### config.mk
export PLATFORM = sky130hd
export DESIGN_NAME = instr_sequencer
export DESIGN_NICKNAME = d
export VERILOG_FILES = /design/src/rtl/cpu_pkg.sv /design/src/rtl/hold_counter.sv /design/src/rtl/instr_sequencer.sv
export SDC_FILE = /design/constraint.sdc
export NUM_CORES = 1
export LEC_CHECK = 0
export BUFFER_PORTS_ARGS = -buffer_cell sky130_fd_sc_hd__buf_2
export CELL_PAD_IN_SITES_DETAIL_PLACEMENT = 0
export CELL_PAD_IN_SITES_GLOBAL_PLACEMENT = 1
export CORE_UTILIZATION = 29
export CTS_BUF_LIST = sky130_fd_sc_hd__clkbuf_8
export DETAILED_ROUTE_END_ITERATION = 6
export PLACE_DENSITY = 0.69
export SETUP_SLACK_MARGIN = 0.2
export SKIP_LAST_GASP = 1
export SLEW_MARGIN = 0
export SYNTH_ARGS = -nofsm -noshare
export SYNTH_HDL_FRONTEND = slang
export SYNTH_HIERARCHICAL = 1
export SYNTH_SLANG_ARGS = --single-unit
export TNS_END_PERCENT = 1
### constraint.sdc
create_clock -name clk -period 4.7 [get_ports clk]
set_clock_uncertainty 0.2 [all_clocks]
set_input_delay 0.47 -clock clk [delete_from_list [all_inputs] [get_ports clk]]
set_output_delay 0.47 -clock clk [all_outputs]
set_load 0.1 [all_outputs]
### src/rtl/cpu_pkg.sv
// Shared encodings, widths and FSM states for the instruction sequencer.
package cpu_pkg;

  localparam int unsigned INSTR_WIDTH  = 20;
  localparam int unsigned CLS_MSB      = 19;
  localparam int unsigned PC_BITS      = 5;
  localparam int unsigned CNT_BITS     = 3;
  localparam int unsigned RETIRE_BITS  = 16;

  localparam int unsigned STD_CYCLES   = 3;
  localparam int unsigned LOAD_CYCLES  = 4;
  localparam int unsigned STORE_CYCLES = 3;

  localparam logic [1:0] CLS_HALT  = 2'b00;
  localparam logic [1:0] CLS_STD   = 2'b01;
  localparam logic [1:0] CLS_LOAD  = 2'b10;
  localparam logic [1:0] CLS_STORE = 2'b11;

  typedef enum logic [2:0] {
    ST_IDLE,
    ST_FETCH,
    ST_LEAD,
    ST_ISSUE,
    ST_HALTED
  } state_t;

  // Number of cycles the CU spends on an instruction of the given class.
  function automatic logic [CNT_BITS-1:0] hold_cycles(input logic [1:0] cls);
    case (cls)
      CLS_STD:   hold_cycles = CNT_BITS'(STD_CYCLES);
      CLS_LOAD:  hold_cycles = CNT_BITS'(LOAD_CYCLES);
      CLS_STORE: hold_cycles = CNT_BITS'(STORE_CYCLES);
      default:   hold_cycles = '0;
    endcase
  endfunction

endpackage

### src/rtl/hold_counter.sv
// Loadable down-counter with zero flag; sets how long each instruction is held.
module hold_counter
  import cpu_pkg::*;
(
  input  logic                clk,
  input  logic                rst,
  input  logic                clr,
  input  logic                load,
  input  logic [CNT_BITS-1:0] load_val,
  output logic                zero_c
);

  logic [CNT_BITS-1:0] count;

  always_ff @(posedge clk or negedge rst) begin
    if (!rst) begin
      count <= '0;
    end else if (clr) begin
      count <= '0;
    end else if (load) begin
      count <= load_val;
    end else if (count != '0) begin
      count <= count - CNT_BITS'(1);
    end
  end

  assign zero_c = (count == '0);

endmodule

### src/rtl/instr_sequencer.sv
// Fetches instructions from a synchronous ROM and holds each on instr for its class cycle count.
// Optional feature: define INSTR_RETIRE_COUNT_EN to add the saturating `retired` counter output.
module instr_sequencer
  import cpu_pkg::*;
(
  input  logic                   clk,
  input  logic                   rst,
  input  logic                   start,
  input  logic [PC_BITS-1:0]     start_pc,
  input  logic                   abort,
  output logic [PC_BITS-1:0]     imem_addr,
  input  logic [INSTR_WIDTH-1:0] imem_data,
  output logic [INSTR_WIDTH-1:0] instr,
  output logic [PC_BITS-1:0]     pc,
  output logic                   busy,
  output logic                   halted
`ifdef INSTR_RETIRE_COUNT_EN
  ,
  output logic [RETIRE_BITS-1:0] retired
`endif
);

  state_t                 state;
  state_t                 state_next;
  logic [INSTR_WIDTH-1:0] instr_next;
  logic [PC_BITS-1:0]     pc_next;
  logic [PC_BITS-1:0]     addr_next;
  logic                   cnt_clr;
  logic                   cnt_load;
  logic [CNT_BITS-1:0]    cnt_load_val;
  logic                   cnt_zero_c;
  logic [1:0]             fetched_cls;
  logic                   fetched_halt;

  assign fetched_cls  = imem_data[CLS_MSB -: 2];
  assign fetched_halt = (fetched_cls == CLS_HALT);

  hold_counter u_hold (
    .clk      (clk),
    .rst      (rst),
    .clr      (cnt_clr),
    .load     (cnt_load),
    .load_val (cnt_load_val),
    .zero_c   (cnt_zero_c)
  );

  always_ff @(posedge clk or negedge rst) begin
    if (!rst) begin
      state     <= ST_IDLE;
      instr     <= '0;
      pc        <= '0;
      imem_addr <= '0;
      busy      <= 1'b0;
      halted    <= 1'b0;
    end else begin
      state     <= state_next;
      instr     <= instr_next;
      pc        <= pc_next;
      imem_addr <= addr_next;
      busy      <= (state_next == ST_FETCH) || (state_next == ST_LEAD) ||
                   (state_next == ST_ISSUE);
      halted    <= (state_next == ST_HALTED);
    end
  end

  // Next state; abort outranks start and instruction completion.
  always_comb begin
    state_next   = state;
    instr_next   = instr;
    pc_next      = pc;
    addr_next    = imem_addr;
    cnt_clr      = 1'b0;
    cnt_load     = 1'b0;
    cnt_load_val = hold_cycles(fetched_cls) - CNT_BITS'(1);

    if (abort) begin
      state_next = ST_IDLE;
      instr_next = '0;
      cnt_clr    = 1'b1;
    end else begin
      case (state)
        ST_IDLE, ST_HALTED: begin
          instr_next = '0;
          if (start) begin
            pc_next    = start_pc;
            addr_next  = start_pc;
            state_next = ST_FETCH;
          end
        end
        ST_FETCH: state_next = ST_LEAD;
        ST_LEAD: begin
          if (fetched_halt) begin
            instr_next = '0;
            state_next = ST_HALTED;
          end else begin
            instr_next = imem_data;
            cnt_load   = 1'b1;
            addr_next  = pc + PC_BITS'(1);
            state_next = ST_ISSUE;
          end
        end
        ST_ISSUE: begin
          // ROM already holds pc+1 here, so the next instruction follows with no bubble.
          if (cnt_zero_c) begin
            pc_next   = pc + PC_BITS'(1);
            addr_next = pc + PC_BITS'(2);
            if (fetched_halt) begin
              instr_next = '0;
              state_next = ST_HALTED;
            end else begin
              instr_next = imem_data;
              cnt_load   = 1'b1;
            end
          end
        end
        default: begin
          instr_next = '0;
          state_next = ST_IDLE;
        end
      endcase
    end
  end

`ifdef INSTR_RETIRE_COUNT_EN
  logic accept_c;
  logic retire_c;

  assign accept_c = !abort && start && ((state == ST_IDLE) || (state == ST_HALTED));
  assign retire_c = !abort && (state == ST_ISSUE) && cnt_zero_c;

  // Saturating count of completed non-HALT instructions since the last accepted start.
  always_ff @(posedge clk or negedge rst) begin
    if (!rst) begin
      retired <= '0;
    end else if (accept_c) begin
      retired <= '0;
    end else if (retire_c && (retired != '1)) begin
      retired <= retired + RETIRE_BITS'(1);
    end
  end
`endif

endmodule

==> impl_metrics.tcl <==
set metrics [dict create \
    max_cap_viol_count 0 \
    area_delta_synth_final_pct 23.3 \
    rsz0062_at_grt "false" \
    dpl.hpwl_mm 3.02 \
    syn_inst 183 \
    yosys_warnings 6 \
    grt_pass1_vias 1530 \
    grt_pass1_wl_mm 7.65 \
    drive_above_1_share 0.342 \
    place.port_buffers 60 \
    path_cells "inv_1 > ha_1 > ha_1 > o211a_1 > or2_1 > o32ai_2" \
    crit_path_frequent_cell "ha_1" \
    cts-htree-levels 2 \
    synth_area_leaders "dfrtp_1 49%, a22o_1 9.0%, nand2_1 4.1%" \
    cts.sinks 38 \
    worstPathMaxFanout 23 \
    final_nets 272 \
    regArea_um2 951 \
    combPwrFrac 0.427 \
    die_width_um 83.7 \
    slew_headroom 0.426 \
    post_cts_buffers 0 \
    clkSlewWorstSetupHoldPaths_ns 0.08 \
    finalPower_mw 1.35 \
    post_synth.cell_area_avg_um2 10.6 \
    multi_input_area_um2 872 \
    root_buffer "clkbuf_8" \
    sw_frac_of_total 0.455 \
    slew_viol_final 0 \
    drt_iter0_drc 101 \
    drc 0 \
    start_kind "register" \
    ff2ff_path_depth 6 \
    cts_hold_buf 0 \
    max_stage_delay_ns 0.53 \
    p_int_mw 0.734 \
    netlist.top_cell.by_area "dfrtp_1" \
    initial_core_util 0.303 \
    antenna_found_initial 0 \
    max_freq_ghz 0.438 \
    grt_max_degree 39 \
    fp.dieArea_um2 7000 \
    synth.distinct_cells 43 \
    tightest_slew_ns 0.862 \
    clockPowerShare 0.252 \
    synthesis.area_um2 1940 \
    diodes 0 \
    drt_first_pass_iters 5 \
    pin_count 61 \
    hold_slack_ns 0.0822 \
    wirelength_mm 4.35 \
    cts_tree "built" \
    crit_slowest_cell "o211a_1" \
    synth_flop_cell "dfrtp_1" \
    gp_congestion 0.738 \
    nFillCells 673 \
    wl_per_cell_um 13.7 \
    power_frac_seq 0.321 \
    ys_seq_area_frac 0.491 \
    timing.final.crit_share 0.486 \
    worstPathArrival_ns 2.29 \
    overflow 0 \
    ctsResizeCount 0 \
    clk_path_buf_depth 2 \
    synth-edff-count 0 \
    viasPerCell 4.84 \
    synth_nets 216 \
    hold_class "primary input to asynchronous set/reset pin" \
    rows 29 \
    endpoint_kind "register" \
    crit_type "register to register" \
    power_switching_mw 0.613 \
    p_per_area_nw_per_um2 564 \
    gr-usage-all-layers 0.137 \
    crit_family "compound AO/OA/AOI/OAI gates" \
    hold_viol 0 \
    synth.most_common_cell "dfrtp_1" \
    core_um2 6390 \
    synth_top_cell_area_share 0.491 \
    ys_top_cells_by_count "38 x dfrtp_1, 21 x nand2_1, 20 x a22o_1" \
    die_y_um 83.7 \
    setup_viol 0 \
    ant_nets 0 \
    r2r_end "u_hold/count[1]" \
    r2r_setup_slack_ns 2.42 \
    status "completed" \
    fin_tns_setup_ns 0 \
    period_needed_ns 2.28 \
    ys_ff_latch 38 \
    irDropWorstVdd_mv 0.258 \
    r2r-start "u_hold/count[0]" \
    cts_inserted_buffers 5 \
    clock_latency_ns 0.29 \
    vias 1533 \
    required_ns 4.71 \
    p_leak_nw 1.19 \
    ys_async_sr_fraction 1.00 \
    path_buf_inv 1 \
]
power groups by stage:
stage	combinational (mW)	clock (mW)	sequential, mW
global route	0.621	0.360	0.443
global placement	0.578	0	0.438
floorplan	0.203	0	0.709
detailed placement	0.577	0	0.439
CTS	0.579	0.346	0.433
finish	0.575	0.340	0.432
registers in the layout, summed over array words and instances (netlist names):
name and count:
instr 20, imem_addr 5, halted 1, busy 1, pc 5, u_hold/count 3, state 3
area by class of cell:
class | count | share of cell area
clock inverter | 3 | 0.0288
sequential | 38 | 0.398
inverter | 8 | 0.0126
multi-input combinational | 126 | 0.365
timing repair buffer | 60 | 0.126
clock buffer | 5 | 0.0288
tap | 77 | 0.0404
worst reg2reg max path, stage by stage, from the launching register on:
cell	delay [ns]
dfrtp_1	0.36
inv_1	0.05
ha_1	0.18
ha_1	0.30
o211a_1	0.53
or2_1	0.37
o32ai_2	0.20
metal layers:
metal	vias up	wire, um	part of all wire	global-route usage
li1	757	-	-	-
met1	718	2170	0.50	0.197
met2	53	1800	0.41	0.196
met3	5	335	0.077	0.0495
met4	0	43	0.0099	0.0324
met5	-	0	0	0
worst max-delay path by stage:
| stage | from | slack (ns) | endpoint | depth (start not counted) |
|---|---|---|---|---|
| floorplan | pc[0] | 2.34 | imem_addr[4] | 5 |
| global placement | u_hold/count[0] | 2.44 | instr[7] | 7 |
| detailed placement | u_hold/count[0] | 2.40 | instr[0] | 7 |
| CTS | u_hold/count[0] | 2.36 | instr[0] | 7 |
| global route | u_hold/count[0] | 2.18 | instr[0] | 7 |
| finish | u_hold/count[0] | 2.42 | u_hold/count[1] | 6 |
logic make-up after synthesis:
| logic type | after synthesis | share of synthesized area |
|---|---|---|
| and+or+nand+nor | 57 | 0.167 |
| xor gates and xnor gates | 4 | 0.0181 |
| adders and majority gates | 4 | 0.0259 |
| AOI/OAI and AO/OA | 54 | 0.203 |
| DFF | 38 | 0.491 |
| muxes | 6 | 0.0343 |
| other | 1 | 0.00194 |
| buffers and inverters | 19 | 0.0582 |
cells in the final DEF (no fill, tap or decap), types with 2 or more instances in the layout:
cell and count:
a21oi_1 9, a22o_1 20, a31oi_1 2, and2b_1 2
and3_1 2, buf_2 60, bufinv_16 2, clkbuf_8 5
dfrtp_1 38, ha_1 4, inv_1 8, mux2_2 5
nand2_1 21, nand3_1 5, nand3b_1 2, nor2_1 8
nor2_2 2, nor2b_1 2, nor3b_1 2, o21ai_0 15
or2_1 2, xor2_1 4
per-stage QoR:
stage          instances  setup WS [ns]  utilization  cell area (um2)
5_1_grt              317           2.18        0.374             2390
3_5_place_dp         309           2.40        0.352             2250
2_1_floorplan        183           2.34            -             1940
6_report             317           2.42        0.374             2390
3_3_place_gp         309           2.44        0.352             2250
4_1_cts              317           2.36        0.374             2390
Note: power is estimated with default switching activity, not from simulation.
